File: config.mk
export PLATFORM = sky130hd
export DESIGN_NAME = hazard_ctrl_flat
export DESIGN_NICKNAME = d
export VERILOG_FILES = /design/src/rtl/hazard_ctrl_if.sv /design/src/rtl/hazard_ctrl.sv /design/src/flat_wrapper.sv
export SDC_FILE = /design/constraint.sdc
export NUM_CORES = 1
export LEC_CHECK = 0
export ABC_AREA = 1
export BUFFER_PORTS_ARGS = -buffer_cell sky130_fd_sc_hd__buf_2
export CAP_MARGIN = 10
export CORE_MARGIN = 3
export CORE_UTILIZATION = 49
export DETAILED_ROUTE_END_ITERATION = 16
export PLACE_DENSITY_LB_ADDON = 0.12
export SYNTH_ARGS = -nofsm -noshare
export SYNTH_HDL_FRONTEND = slang
export SYNTH_SLANG_ARGS = --single-unit
File: constraint.sdc
create_clock -name clk -period 3.27 [get_ports clk]
set_input_delay 0.981 -clock clk [delete_from_list [all_inputs] [get_ports clk]]
set_output_delay 0.981 -clock clk [all_outputs]
set_load 0.02 [all_outputs]
File: src/rtl/hazard_ctrl_if.sv
// ----------------------------------------------------------------------------
// hazard_ctrl_if
//   Bundles the pipeline-side signals seen and driven by the hazard controller.
//   master : the pipeline datapath (drives register IDs / instr attributes,
//            consumes stall, flush, forward and divider controls)
//   slave  : hazard_ctrl itself
//   Signals:
//     D stage : rsD, rtD, branchD
//     E stage : rsE, rtE, writeregE, regwriteE, memtoregE, divE, pred_missE
//     M stage : writeregM, regwriteM, memtoregM
//     W stage : writeregW, regwriteW
//     controls: stallF/D/E, flushD/E/M, forwardaD/bD, forwardaE/bE,
//               div_start, div_busy
// ----------------------------------------------------------------------------
interface hazard_ctrl_if;
    logic [4:0] rsD;
    logic [4:0] rtD;
    logic       branchD;
    logic [4:0] rsE;
    logic [4:0] rtE;
    logic [4:0] writeregE;
    logic       regwriteE;
    logic [1:0] memtoregE;
    logic       divE;
    logic       pred_missE;
    logic [4:0] writeregM;
    logic       regwriteM;
    logic [1:0] memtoregM;
    logic [4:0] writeregW;
    logic       regwriteW;

    logic       stallF;
    logic       stallD;
    logic       stallE;
    logic       flushD;
    logic       flushE;
    logic       flushM;
    logic       forwardaD;
    logic       forwardbD;
    logic [1:0] forwardaE;
    logic [1:0] forwardbE;
    logic       div_start;
    logic       div_busy;

    modport master (
        output rsD, rtD, branchD, rsE, rtE, writeregE, regwriteE, memtoregE,
               divE, pred_missE, writeregM, regwriteM, memtoregM,
               writeregW, regwriteW,
        input  stallF, stallD, stallE, flushD, flushE, flushM,
               forwardaD, forwardbD, forwardaE, forwardbE, div_start, div_busy
    );

    modport slave (
        input  rsD, rtD, branchD, rsE, rtE, writeregE, regwriteE, memtoregE,
               divE, pred_missE, writeregM, regwriteM, memtoregM,
               writeregW, regwriteW,
        output stallF, stallD, stallE, flushD, flushE, flushM,
               forwardaD, forwardbD, forwardaE, forwardbE, div_start, div_busy
    );
endinterface

File: src/rtl/hazard_ctrl.sv
// ----------------------------------------------------------------------------
// hazard_ctrl
//   Hazard and sequencing controller for the 5-stage MIPS pipeline:
//   operand forwarding for the D and E stages, load-use and branch-operand
//   stalls, mispredict flushes, and the multi-cycle divider sequencer.
//   Ports:
//     clk  - clock
//     rst  - synchronous reset, active-high
//     hz   - hazard_ctrl_if.slave bundle (pipeline inputs, control outputs)
//   Parameters:
//     DIV_CYCLES - divider latency after div_start (2..64)
//     CW         - counter width, 2**CW > DIV_CYCLES
// ----------------------------------------------------------------------------
module hazard_ctrl #(
    parameter int DIV_CYCLES = 32,
    parameter int CW         = 6
) (
    input  logic         clk,
    input  logic         rst,
    hazard_ctrl_if.slave hz
);

    typedef enum logic [1:0] {
        S_IDLE = 2'd0,
        S_BUSY = 2'd1,
        S_DONE = 2'd2
    } state_t;

    // The start cycle and the final BUSY cycle (cnt==0) are both stall
    // cycles, so loading DIV_CYCLES-2 gives DIV_CYCLES stall cycles in total.
    localparam logic [CW-1:0] CNT_LOAD = CW'(DIV_CYCLES - 2);

    // Register 0 is hard-wired to zero and never creates a dependency.
    function automatic logic reg_hit(input logic [4:0] a, input logic [4:0] b);
        return (a != 5'd0) && (a == b);
    endfunction

    state_t        state_q, state_d;
    logic [CW-1:0] cnt_q, cnt_d;

    logic          div_start_c;
    logic          div_busy_c;
    logic          lwstall;
    logic          brstall;

    // ------------------------------------------------------------------
    // Forwarding: index 0 = operand a (rs), index 1 = operand b (rt)
    // ------------------------------------------------------------------
    logic [4:0] src_d [2];
    logic [4:0] src_e [2];
    logic       fwd_d [2];
    logic [1:0] fwd_e [2];
    logic       src_d_hit_e [2];
    logic       src_d_hit_m [2];

    assign src_d[0] = hz.rsD;
    assign src_d[1] = hz.rtD;
    assign src_e[0] = hz.rsE;
    assign src_e[1] = hz.rtE;

    genvar gi;
    generate
        for (gi = 0; gi < 2; gi++) begin : g_operand
            // The M-stage result is newer than W, so it wins when both match.
            assign fwd_e[gi] = (hz.regwriteM && reg_hit(hz.writeregM, src_e[gi])) ? 2'b10 :
                               (hz.regwriteW && reg_hit(hz.writeregW, src_e[gi])) ? 2'b01 :
                                                                                    2'b00;
            assign fwd_d[gi]       = hz.regwriteM && reg_hit(hz.writeregM, src_d[gi]);
            assign src_d_hit_e[gi] = reg_hit(hz.writeregE, src_d[gi]);
            assign src_d_hit_m[gi] = reg_hit(hz.writeregM, src_d[gi]);
        end
    endgenerate

    assign hz.forwardaE = fwd_e[0];
    assign hz.forwardbE = fwd_e[1];
    assign hz.forwardaD = fwd_d[0];
    assign hz.forwardbD = fwd_d[1];

    // ------------------------------------------------------------------
    // Data hazards
    // ------------------------------------------------------------------
    assign lwstall = (hz.memtoregE != 2'b00) && (src_d_hit_e[0] || src_d_hit_e[1]);

    // A D-stage branch compares operands early: an E-stage result is not
    // ready yet, and a load in M only has its data at the end of M.
    assign brstall = hz.branchD &&
                     ((hz.regwriteE && (src_d_hit_e[0] || src_d_hit_e[1])) ||
                      ((hz.memtoregM != 2'b00) && (src_d_hit_m[0] || src_d_hit_m[1])));

    // ------------------------------------------------------------------
    // Divider sequencer
    // ------------------------------------------------------------------
    always_ff @(posedge clk) begin
        if (rst) begin
            state_q <= S_IDLE;
            cnt_q   <= '0;
        end else begin
            state_q <= state_d;
            cnt_q   <= cnt_d;
        end
    end

    always_comb begin
        state_d     = state_q;
        cnt_d       = cnt_q;
        div_start_c = 1'b0;
        div_busy_c  = 1'b0;
        case (state_q)
            S_IDLE: begin
                if (hz.divE) begin
                    div_start_c = 1'b1;
                    state_d     = S_BUSY;
                    cnt_d       = CNT_LOAD;
                end
            end
            S_BUSY: begin
                div_busy_c = 1'b1;
                if (cnt_q == '0) begin
                    state_d = S_DONE;
                end else begin
                    cnt_d = cnt_q - CW'(1);
                end
            end
            S_DONE: begin
                // The dividing instr leaves E this cycle; its divE is stale.
                state_d = S_IDLE;
            end
            default: begin
                state_d = S_IDLE;
                cnt_d   = '0;
            end
        endcase
    end

    // ------------------------------------------------------------------
    // Stall / flush priority
    // ------------------------------------------------------------------
    always_comb begin
        hz.stallF    = 1'b0;
        hz.stallD    = 1'b0;
        hz.stallE    = 1'b0;
        hz.flushD    = 1'b0;
        hz.flushE    = 1'b0;
        hz.flushM    = 1'b0;
        hz.div_start = 1'b0;
        hz.div_busy  = 1'b0;
        if (rst) begin
            // keep everything quiet while the pipeline is being reset
        end else if (div_start_c || div_busy_c) begin
            // The whole front end freezes behind the divide; the
            // mispredict (if any) is acted on once E is allowed to move.
            hz.stallF    = 1'b1;
            hz.stallD    = 1'b1;
            hz.stallE    = 1'b1;
            hz.flushM    = div_busy_c;
            hz.div_start = div_start_c;
            hz.div_busy  = div_busy_c;
        end else if (hz.pred_missE) begin
            // D holds a wrong-path instr, so any stall it causes is moot.
            hz.flushD = 1'b1;
            hz.flushE = 1'b1;
        end else if (lwstall || brstall) begin
            hz.stallF = 1'b1;
            hz.stallD = 1'b1;
            hz.flushE = 1'b1;
        end
    end

endmodule

File: src/flat_wrapper.sv
// flat-port wrapper written by rule: the top's interface ports become plain ports
module hazard_ctrl_flat 
#(
    parameter int DIV_CYCLES = 32,
    parameter int CW         = 6
)
  (clk, rst, hz_rsD, hz_rtD, hz_branchD, hz_rsE, hz_rtE, hz_writeregE, hz_regwriteE, hz_memtoregE, hz_divE, hz_pred_missE, hz_writeregM, hz_regwriteM, hz_memtoregM, hz_writeregW, hz_regwriteW, hz_stallF, hz_stallD, hz_stallE, hz_flushD, hz_flushE, hz_flushM, hz_forwardaD, hz_forwardbD, hz_forwardaE, hz_forwardbE, hz_div_start, hz_div_busy);
  hazard_ctrl_if hz_i ();
  input  logic clk;
  input  logic rst;
  input wire logic [$bits(hz_i.rsD)-1:0] hz_rsD;
  input wire logic [$bits(hz_i.rtD)-1:0] hz_rtD;
  input wire logic [$bits(hz_i.branchD)-1:0] hz_branchD;
  input wire logic [$bits(hz_i.rsE)-1:0] hz_rsE;
  input wire logic [$bits(hz_i.rtE)-1:0] hz_rtE;
  input wire logic [$bits(hz_i.writeregE)-1:0] hz_writeregE;
  input wire logic [$bits(hz_i.regwriteE)-1:0] hz_regwriteE;
  input wire logic [$bits(hz_i.memtoregE)-1:0] hz_memtoregE;
  input wire logic [$bits(hz_i.divE)-1:0] hz_divE;
  input wire logic [$bits(hz_i.pred_missE)-1:0] hz_pred_missE;
  input wire logic [$bits(hz_i.writeregM)-1:0] hz_writeregM;
  input wire logic [$bits(hz_i.regwriteM)-1:0] hz_regwriteM;
  input wire logic [$bits(hz_i.memtoregM)-1:0] hz_memtoregM;
  input wire logic [$bits(hz_i.writeregW)-1:0] hz_writeregW;
  input wire logic [$bits(hz_i.regwriteW)-1:0] hz_regwriteW;
  output wire logic [$bits(hz_i.stallF)-1:0] hz_stallF;
  output wire logic [$bits(hz_i.stallD)-1:0] hz_stallD;
  output wire logic [$bits(hz_i.stallE)-1:0] hz_stallE;
  output wire logic [$bits(hz_i.flushD)-1:0] hz_flushD;
  output wire logic [$bits(hz_i.flushE)-1:0] hz_flushE;
  output wire logic [$bits(hz_i.flushM)-1:0] hz_flushM;
  output wire logic [$bits(hz_i.forwardaD)-1:0] hz_forwardaD;
  output wire logic [$bits(hz_i.forwardbD)-1:0] hz_forwardbD;
  output wire logic [$bits(hz_i.forwardaE)-1:0] hz_forwardaE;
  output wire logic [$bits(hz_i.forwardbE)-1:0] hz_forwardbE;
  output wire logic [$bits(hz_i.div_start)-1:0] hz_div_start;
  output wire logic [$bits(hz_i.div_busy)-1:0] hz_div_busy;
  assign hz_i.rsD = hz_rsD;
  assign hz_i.rtD = hz_rtD;
  assign hz_i.branchD = hz_branchD;
  assign hz_i.rsE = hz_rsE;
  assign hz_i.rtE = hz_rtE;
  assign hz_i.writeregE = hz_writeregE;
  assign hz_i.regwriteE = hz_regwriteE;
  assign hz_i.memtoregE = hz_memtoregE;
  assign hz_i.divE = hz_divE;
  assign hz_i.pred_missE = hz_pred_missE;
  assign hz_i.writeregM = hz_writeregM;
  assign hz_i.regwriteM = hz_regwriteM;
  assign hz_i.memtoregM = hz_memtoregM;
  assign hz_i.writeregW = hz_writeregW;
  assign hz_i.regwriteW = hz_regwriteW;
  assign hz_stallF = hz_i.stallF;
  assign hz_stallD = hz_i.stallD;
  assign hz_stallE = hz_i.stallE;
  assign hz_flushD = hz_i.flushD;
  assign hz_flushE = hz_i.flushE;
  assign hz_flushM = hz_i.flushM;
  assign hz_forwardaD = hz_i.forwardaD;
  assign hz_forwardbD = hz_i.forwardbD;
  assign hz_forwardaE = hz_i.forwardaE;
  assign hz_forwardbE = hz_i.forwardbE;
  assign hz_div_start = hz_i.div_start;
  assign hz_div_busy = hz_i.div_busy;
  hazard_ctrl #(.DIV_CYCLES(DIV_CYCLES), .CW(CW)) u_core (.clk(clk), .rst(rst), .hz(hz_i));
endmodule
==> impl_results.md, run 1 <==
* Outcome: completed
* Total global-route track usage at 19.7%
* Clk slew on worst S/H paths at about 0.060 ns
* R2R cell count at 8
* Number of synthesized flops with an enable pin at 0
* Max Freq at 332 MHz
* Final core utilization at between 60% and 70%
* Critical path data required time at between 2 and 2.5 ns
* Synth Warn # at 0
* Initial DRC count at 44
* Final slew viol count at 0
* Post-route setup slack at roughly 0.26 ns
* Psw at 0.370 mW
* Clk_skew at roughly 0.008 ns
* Int Power at around 0.36 mW
* I/O Buffers at 60
* Final WL at 2.95 mm
* Net Sw Frac at 50.4%
* Final min period at around 3.0 ns
* Diode count at 0
* Comb power frac at approximately two thirds
* Postcts setup bufs at 0
* Area grow syn2layout at 27.5%
* Clock Sinks at 8
* Final nets at approximately 320
* Origin of the critical flop-to-flop path: u_core.cnt_q[0]
* Actual slew at the worst max-slew pin at between 0.3 and 0.4 ns
* Register-to-Register Setup Slack at 1.85 ns
* Crit path max-delay cell type: buf_2
* Endpoints failing setup at 0
* VDD IR-drop max at 0.000519 V
* Core ar. at approximately 2300 µm²
* Max_cap viols at 0
* Ys flop type: dfxtp_1
* Cts bufs inserted at 3
* Pwr dens at 481 nW/µm²
* Die area at between 3000 and 4000 µm²
* Rel. slew slack at around three quarters
* Commonest cells post-synth: nand2_1 (51), nor2_1 (35), inv_1 (22), xnor2_1 (15), xor2_1 (12)
* HP Class: reg2reg
* Place WS at 0.254 ns
* Gpl congestion at ~0.86
* Cell Area, Placed at around 1500 µm²
* Tcrit/Tclk final at between 90% and 100%
* Setup TNS Final at 0 ns
* Remaining DRCs at 0
* Initial antenna violation count at 0
* Finished Cell Area at ~1500 µm²
* Rows at 17
* Largest net degree at the start of global routing at 12
* Synth Instances at between 200 and 250
* Drt via density at 4.82
* Clk_lat worst skew at about 0.26 ns
* Routed Antenna Nets at 0
* Startpoint types: input pin
* Most common cell on crit path: nand2_1
* CTS HTree Levels at 1
* Share of cells above drive strength 1 at 31.2%
* Syn_nets at between 200 and 300
* Top cell type's share of synthesized area at approximately 16%
* Critical path class: in2out
* Initial Utilization at approximately 53%
* HPWL after DPL at 2.52 mm
* First-pass GRT wire length at roughly 5 mm
* Avg Synthesized Cell Area at between 5 and 6 µm²
* CTS tree: built
* Vias in the first global route at about 1,200
* Total power at about 0.73 mW
* Cell Area, Synth at between 1000 and 1500 µm²
* Sequential fraction of the synthesis area at between 10% and 20%
* RSZ-0062 raised after global routing: false
* Pre-antenna DRT Iters at 4
* CP peak stage delay at 0.16 ns
* Clock root buffer: clkbuf_4
* Clock Tree Buf Depth at 2
* Total number of vias at ~1,400
* Critical path peak fanout at 5
* Critical Path Sink Type: primary output
* Top Ports at around 60
* Area contributors post-synth: nand2_1 (16%), dfxtp_1 (13%), nor2_1 (11%)
* Dominant cell by count in the synthesized netlist: nand2_1
* Reg power frac at a little under a quarter
* CP Cell Sequence: buf_2 > nor2_1 > nand2_1 > nor2_4 > nor2_1 > nand2_1 > nand2_1 > nand2_1 > nand2_1 > nand2_1 > nand2_1 > buf_2
* # hold bufs at CTS at 0
* Worst R2R End: u_core.cnt_q[5]
* Total gr overflow at 0
* Die X at around 55 µm
* Critical Path End: hz_stallF
* Critical Path Source: hz_writeregM[2]
* #FFs+latches synth at 8
* Clock power share at roughly 11%
* Hold Fails Final Rpt at 0
* CTS resizes at 0
* Unique masters post-synth at 32
* Largest area contributor in the netlist: nand2_1
* Wire per inst at around 10 µm
* Fill cells at 250
* Critical Path AT at around 2.0 ns
* Lkg Pwr at 0.852 nW
* Die H at between 50 and 60 µm
* Synth async-reset ratio at 0%
==> cell type report <==
type	count	area [µm²]	area share, %
tap	28	35.0	2.30
sequential	8	160	10.5
timing repair buffer	60	300	19.7
clock buffer	3	22.5	1.48
inverter	31	116	7.62
multi-input combinational	164	892	58.4
==> metrics by stage <==
stage | hold WS, ns | instances
final | 0.497 | 294
after global routing | 0.527 | 294
after floorplan | 0.469 | 208
after detailed placement | 0.490 | 291
after CTS | 0.499 | 294
after global placement | 0.483 | 291
==> worst min path at each step <==
| stage | cells after the start | startpoint | end | slack, ns |
|---|---|---|---|---|
| 2_1_floorplan | 2 | u_core.cnt_q[2] | u_core.cnt_q[2] | 0.47 |
| 3_3_place_gp | 2 | u_core.cnt_q[2] | u_core.cnt_q[2] | 0.48 |
| 3_5_place_dp | 2 | u_core.cnt_q[2] | u_core.cnt_q[2] | 0.49 |
| 4_1_cts | 2 | u_core.cnt_q[2] | u_core.cnt_q[2] | 0.50 |
| 5_1_grt | 2 | u_core.cnt_q[2] | u_core.cnt_q[2] | 0.53 |
| 6_report | 2 | u_core.cnt_q[2] | u_core.cnt_q[2] | 0.50 |
==> power groups by stage <==
stage | clock network [mW] | registers, mW | logic [mW]
2_1_floorplan | 0 | 0.163 | 0.377
3_3_place_gp | 0 | 0.170 | 0.478
3_5_place_dp | 0 | 0.171 | 0.480
4_1_cts | 0.0814 | 0.169 | 0.483
5_1_grt | 0.0873 | 0.176 | 0.557
6_report | 0.0796 | 0.169 | 0.485
==> flip-flops by register name, indices dropped and copies added (netlist names) <==
name            cells
u_core.state_q      2
u_core.cnt_q        6
==> per-layer routing <==
layer	global-route usage, %	vias to the layer above	share of wire, %
li1	-	763	-
met1	26.5	607	49
met2	31.3	43	43
met3	4.91	5	7.0
met4	5.21	0	0.88
met5	0	-	0
==> cells by family (layout without fill, tap and decap cells) <==
kind of cell	count (synthesis)	after routing	synth area share, %
compound gates	23	23	11.8
xor+xnor	27	27	19.7
fa+ha+maj	2	2	2.09
buf+inv	36	94	12.1
flops	8	8	13.4
simple gates	112	112	40.9
==> critical path, delay by kind of cell <==
family                 cells  cell delay, ns
buffers and inverters      2            0.31
and+or+nand+nor           10            0.73
==> cell usage in the layout (no fill, tap or decap), types with 8 or more instances in the layout <==
cell type  netlist  routed
buf_2            2      60
nand2_1         51      51
nor2_1          35      35
inv_1           22      22
xnor2_1         15      15
xor2_1          12      12
nand3_1          9       9
a21oi_1          9       9
inv_2            8       8
dfxtp_1          8       8
Note: power is estimated with default switching activity, not from simulation.
==> run 2, diff against run 1 <==
--- a/config.mk
+++ b/config.mk
@@ -8,8 +8,10 @@
 export ABC_AREA = 1
 export BUFFER_PORTS_ARGS = -buffer_cell sky130_fd_sc_hd__buf_2
 export CAP_MARGIN = 10
+export CELL_PAD_IN_SITES_DETAIL_PLACEMENT = 0
+export CELL_PAD_IN_SITES_GLOBAL_PLACEMENT = 2
 export CORE_MARGIN = 3
-export CORE_UTILIZATION = 49
+export CORE_UTILIZATION = 21
 export DETAILED_ROUTE_END_ITERATION = 16
 export PLACE_DENSITY_LB_ADDON = 0.12
 export SYNTH_ARGS = -nofsm -noshare
==> constraint.sdc (replaced) <==
create_clock -name clk -period 3.1 [get_ports clk]
set_input_delay 0.93 -clock clk [delete_from_list [all_inputs] [get_ports clk]]
set_output_delay 0.93 -clock clk [all_outputs]
set_load 0.02 [all_outputs]
==> impl_results.md, run 2 (synthesis gave the netlist of run 1 again) <==
* Die H at 81.5 µm (+47%)
* Psw at 0.414 mW (+12%)
* Most frequent cells in the layout: buf_2 (56), nand2_1 (49), nor2_1 (33), inv_1 (22), xnor2_1 (15)
* Top Ports at 61 (unchanged)
* Final nets at 317 (unchanged)
* Pre-antenna DRT Iters at 3 (-1)
* Setup TNS Final at 0 ns (unchanged)
* Worst R2R End: u_core.cnt_q[5]
* Net Sw Frac at 48.8% (-1.6 points)
* Max reg flops at 6 (unchanged)
* Clk_skew at 0.00157 ns (-0.00642 ns)
* Drt via density at 4.19 (-13%)
* Largest Register: u_core.cnt_q
* Clock power share at 15.3% (+4.5 points)
* Pwr dens at 521 nW/µm² (+8.3%)
* Max_cap viols at 0 (unchanged)
* R2R cell count at 8 (unchanged)
* Rows at 26 (+9)
* Die X at 81.5 µm (+47%)
* Initial antenna violation count at 0 (unchanged)
* CTS tree: built
* Final WL at 3.65 mm (+24%)
* Total number of vias at 1,407 (-0.78%)
* First-pass GRT wire length at 6.29 mm (+24%)
* Initial Utilization at 22.6% (-31 points)
* Critical Path Sink Type: primary output
* Critical path peak fanout at 5 (unchanged)
* Endpoints failing setup at 0 (unchanged)
* Clock Tree Buf Depth at 2 (unchanged)
* Commonest non-fill, non-tap cell in the layout: buf_2
* Rel. slew slack at 77.3% (+0.59 points)
* Hold Fails Final Rpt at 0 (unchanged)
* Cts bufs inserted at 3 (unchanged)
* Startpoint types: input pin
* Total gr overflow at 0 (unchanged)
* HPWL after DPL at 3.21 mm (+27%)
* Total global-route track usage at 11.9% (-7.8 points)
* Critical path data required time at 2.17 ns (-0.12 ns)
* Final slew viol count at 0 (unchanged)
* Initial DRC count at 34 (-23%)
* VDD IR-drop max at 0.000249 V (-52%)
* Area grow syn2layout at 36.2%
* Reg power frac at 21.3% (-1.8 points)
* # hold bufs at CTS at 0 (unchanged)
* Critical path class: in2out
* Clk slew on worst S/H paths at 0.04 ns (-0.02 ns)
* Die area at 6640 µm² (+120%)
* Clock Sinks at 8 (unchanged)
* Biggest registers after layout: u_core.cnt_q x6, u_core.state_q x2
* Diode count at 0 (unchanged)
* Register-to-Register Setup Slack at 1.64 ns (-0.21 ns)
* I/O Buffers at 60 (unchanged)
* Gpl congestion at 0.818 (-4.3%)
* Comb power frac at 63.4% (-2.7 points)
* HP Class: reg2reg
* Clk_lat worst skew at 0.23 ns (-0.03 ns)
* Remaining DRCs at 0 (unchanged)
* Share of cells above drive strength 1 at 33.1% (+1.9 points)
* Clock root buffer: clkbuf_8
* Critical Path Source: hz_writeregM[3]
* Core ar. at 5300 µm² (+140%)
* Tcrit/Tclk final at 94.4%
* Total power at 0.849 mW (+16%)
* Final min period at between 2 and 3 ns
* Lkg Pwr at 0.867 nW (+1.7%)
* Critical Path AT at 2.00 ns (-0.03 ns)
* Origin of the critical flop-to-flop path: u_core.cnt_q[0]
* Actual slew at the worst max-slew pin at 0.338 ns (-0.00881 ns)
* Max Freq at 342 MHz
* RSZ-0062 raised after global routing: false
* CTS HTree Levels at 1 (unchanged)
* Vias in the first global route at 1,397 (+13%)
* Wire per inst at 10.9 µm (+8.3%)
* Critical Path End: hz_stallD
* Outcome: completed
* Routed Antenna Nets at 0 (unchanged)
* Largest net degree at the start of global routing at 12 (unchanged)
* Int Power at 0.435 mW (+19%)
==> run 2: cell count changes in the layout (fill, tap and decap cells not counted) <==
cell / change
buf_6: +2
nand2_2: +2
clkinv_1: -1
buf_2: -4
nor2_2: +1
clkbuf_8: +3
nor2_4: +1
inv_2: +1
nor2_1: -2
clkbuf_4: -1
nand2_1: -2
==> run 2: power by group through the flow <==
stage               Combinational, mW  Clock [mW]  Sequential, mW
floorplan                       0.398           0           0.172
global placement                0.539           0           0.182
CTS                             0.532       0.134           0.180
detailed placement              0.529           0           0.181
global route                    0.618       0.140           0.186
finish                          0.538       0.129           0.181
==> run 2: area by class of cell <==
type | count | area (µm²)
tap | 70 | 87.6
multi-input combinational | 164 | 907
clock buffer | 3 | 41.3
sequential | 8 | 160
fill | 623 | 3670
inverter | 31 | 116
timing repair buffer | 60 | 318
==> run 2: worst min path at each step <==
stage	startpoint	endpoint	cells past startpoint	slack (ns)
final	u_core.cnt_q[2]	u_core.cnt_q[2]	2	0.51
after detailed placement	u_core.cnt_q[3]	u_core.cnt_q[3]	2	0.49
after global routing	u_core.cnt_q[3]	u_core.cnt_q[3]	2	0.53
after floorplan	u_core.cnt_q[2]	u_core.cnt_q[2]	2	0.47
after global placement	u_core.cnt_q[2]	u_core.cnt_q[2]	2	0.50
after CTS	u_core.cnt_q[2]	u_core.cnt_q[2]	2	0.51
==> run 2: worst max-delay path, cell delays in order <==
cell      delay (ns)
clkbuf_4        0.16
nor2_4          0.11
nand2_2         0.06
nor2_4          0.14
nor2_1          0.07
nand2_1         0.08
nand2_1         0.07
nand2_1         0.05
nand2_1         0.06
nand2_1         0.07
nand2_2         0.07
buf_6           0.13
==> run 2: timing repair <==
item / in CTS / in global routing
gates resized for setup: 0 / 12
setup buffers: 0 / 0
setup endpoints to repair: 0 / 3
==> run 2: metal layers <==
metal | wire (µm) | global-route usage (%) | vias to the layer above
met5 | 0 | 0 | -
met4 | 19 | 1.52 | 0
met3 | 176 | 2.30 | 2
met2 | 1720 | 20.4 | 30
met1 | 1740 | 15.7 | 611
li1 | - | - | 764
==> run 2: stage by stage <==
step                hold WS [ns]  worst slack (ns)  cell area, µm²  instances  util [%]
floorplan                  0.469            0.0265            1200        208         -
finish                     0.513             0.173            1630        336      30.7
global route               0.530            0.0192            1630        336      30.7
detailed placement         0.494             0.107            1560        333      29.4
global placement           0.496            0.0604            1560        333      29.4
CTS                        0.506             0.102            1600        336      30.1
==> run 3, diff against run 2 <==
--- a/config.mk
+++ b/config.mk
@@ -12,8 +12,10 @@
 export CELL_PAD_IN_SITES_GLOBAL_PLACEMENT = 2
 export CORE_MARGIN = 3
 export CORE_UTILIZATION = 21
+export CTS_CLUSTER_SIZE = 20
 export DETAILED_ROUTE_END_ITERATION = 16
 export PLACE_DENSITY_LB_ADDON = 0.12
+export REMOVE_ABC_BUFFERS = 1
 export SYNTH_ARGS = -nofsm -noshare
 export SYNTH_HDL_FRONTEND = slang
 export SYNTH_SLANG_ARGS = --single-unit
==> impl_results.md, run 3 (synthesis gave the netlist of run 1 again) <==
* R2R cell count at 7 (-1)
* Commonest non-fill, non-tap cell in the layout: buf_2
* VDD IR-drop max at 0.000173 V (-31%)
* Initial DRC count at 24 (-29%)
* Initial antenna violation count at 0 (unchanged)
* Critical Path AT at 2.04 ns (+0.04 ns)
* Die area at 6640 µm² (unchanged)
* Max reg flops at 6 (unchanged)
* Vias in the first global route at 1,362 (-2.5%)
* Tcrit/Tclk final at 95.9% (+1.5 points)
* Pre-antenna DRT Iters at 4 (+1)
* Fill cells at 626 (+0.48%)
* HP Class: reg2reg
* Critical path class: in2out
* Reg power frac at 21.6% (+0.3 points)
* Final min period at 2.97 ns (+0.0451 ns)
* Final WL at 3.72 mm (+1.9%)
* Actual slew at the worst max-slew pin at 0.359 ns (+0.0208 ns)
* Final slew viol count at 0 (unchanged)
* Drt via density at 4.07 (-2.9%)
* Gpl congestion at 0.725 (-11%)
* Diode count at 0 (unchanged)
* Die H at 81.5 µm (unchanged)
* Rows at 26 (unchanged)
* Clk slew on worst S/H paths at 0.04 ns (about the same)
* Core ar. at 5300 µm² (unchanged)
* Worst Hold Depth at 2 (unchanged)
* Routed Antenna Nets at 0 (unchanged)
* First-pass GRT wire length at 6.13 mm (-2.5%)
* Cts bufs inserted at 3 (unchanged)
* Hold Fails Final Rpt at 0 (unchanged)
* Top Ports at 61 (unchanged)
* Critical path peak fanout at 5 (unchanged)
* Max_cap viols at 0 (unchanged)
* Startpoint types: input pin
* Clock Tree Buf Depth at 2 (unchanged)
* Clock Sinks at 8 (unchanged)
* Clock power share at 15.2% (about the same)
* Final Hold Slack at 0.495 ns (-0.0178 ns)
* HPWL after DPL at 3.23 mm (+0.79%)
* Total gr overflow at 0 (unchanged)
* Crit path max-delay cell type: clkbuf_4
* Biggest registers after layout: u_core.cnt_q x6, u_core.state_q x2
* CP peak stage delay at 0.16 ns (about the same)
* Largest Register: u_core.cnt_q
* Most frequent cells in the layout: buf_2 (56), nand2_1 (51), nor2_1 (35), inv_1 (22), xnor2_1 (15)
* Endpoints failing setup at 0 (unchanged)
* Most common cell on crit path: nand2_1
* Initial Utilization at 22.6% (unchanged)
* CP Cell Sequence: clkbuf_4 > nor2_1 > nand2_1 > nor2_4 > nor2_1 > nand2_1 > nand2_1 > nand2_1 > nand2_1 > nand2_1 > nand2_1 > buf_4
* Share of cells above drive strength 1 at 32.2% (-0.86 points)
* Lkg Pwr at 0.881 nW (+1.6%)
* Multi-input logic area at 892 µm² (-1.7%)
* Max Freq at 336 MHz (-1.5%)
* Final nets at 321 (+1.3%)
* Clk_lat worst skew at 0.23 ns (about the same)
* Die X at 81.5 µm (unchanged)
* Largest net degree at the start of global routing at 12 (unchanged)
* Int Power at 0.431 mW (-0.95%)
* Net Sw Frac at 48.4% (-0.33 points)
* Remaining DRCs at 0 (unchanged)
* I/O Buffers at 60 (unchanged)
* Psw at 0.405 mW (-2.2%)
* Outcome: completed
* Clk_skew at 0.00141 ns (-0.000162 ns)
* Critical path data required time at 2.17 ns (about the same)
* Total global-route track usage at 11.6% (-0.23 points)
* CTS HTree Levels at 1 (unchanged)
* Area grow syn2layout at 36.8%
* Total power at 0.835 mW (-1.6%)
* Pwr dens at 510 nW/µm² (-2.0%)
* Critical Path Sink Type: primary output
* CTS tree: built
* Wire per inst at 10.9 µm (+0.75%)
* Comb power frac at 63.2% (-0.2 points)
* FF+latch area at 160 µm² (unchanged)
* Total number of vias at 1,383 (-1.7%)
* Rel. slew slack at 75.9% (-1.4 points)
* Clock root buffer: clkbuf_8
## run 3: cell count changes in the layout (fill, tap and decap cells not counted), moves of 2 or more
| cell | delta |
|---|---|
| nor2_1 | +2 |
| nand2_1 | +2 |
| buf_6 | -2 |
| nand2_2 | -2 |
| buf_4 | +6 |
## run 3: worst paths after layout
check | from | slack [ns] | endpoint
worst max-delay path | hz_writeregM[2] | 0.13 | hz_stallF
worst min-delay path | u_core.cnt_q[2] | 0.49 | u_core.cnt_q[2]
worst max register to register | u_core.cnt_q[0] | 1.68 | u_core.cnt_q[2]
worst min register to register | u_core.cnt_q[2] | 0.49 | u_core.cnt_q[2]
## run 3: power groups by stage
stage | clock network (mW) | logic, mW | registers [mW]
finish | 0.127 | 0.528 | 0.180
global route | 0.141 | 0.616 | 0.187
CTS | 0.132 | 0.532 | 0.181
detailed placement | 0 | 0.530 | 0.183
global placement | 0 | 0.534 | 0.184
floorplan | 0 | 0.385 | 0.172
## run 3: critical path, delay by kind of cell
kind                   cells  cell delay, ns
buffers and inverters      2            0.32
AND/OR/NAND/NOR           10            0.78
## run 3: final cells by class
cell class / count / area share [%]
multi-input cells: 164 / 54.5
repair buffers: 64 / 20.8
flip-flops and latches: 8 / 9.78
inverters: 31 / 7.10
well taps: 70 / 5.35
clock buffers: 3 / 2.52
## run 3: repair_timing
action                     4_1_cts  5_1_grt
hold buffers                     0        0
setup buffers                    0        4
setup endpoints to repair        0        3
gates resized for setup          0        4
hold endpoints to repair         0        0
## run 3: metal layers
layer	global-route usage (%)	part of all wire, %	vias to the layer above
met2	19.0	43	38
met1	15.8	50	569
li1	-	-	774
met3	2.96	6.3	2
met4	1.52	0.56	0
met5	0	0	-
## run 3: metrics by stage
stage	setup WS (ns)	utilization [%]	instance area (µm²)	std cells	setup TNS [ns]
finish	0.127	30.9	1640	340	0
global route	-0.00401	30.9	1640	340	-0.00758
CTS	0.0923	30.1	1600	336	0
detailed placement	0.0984	29.4	1560	333	0
global placement	0.119	29.4	1560	333	0
floorplan	0.197	-	1170	203	0
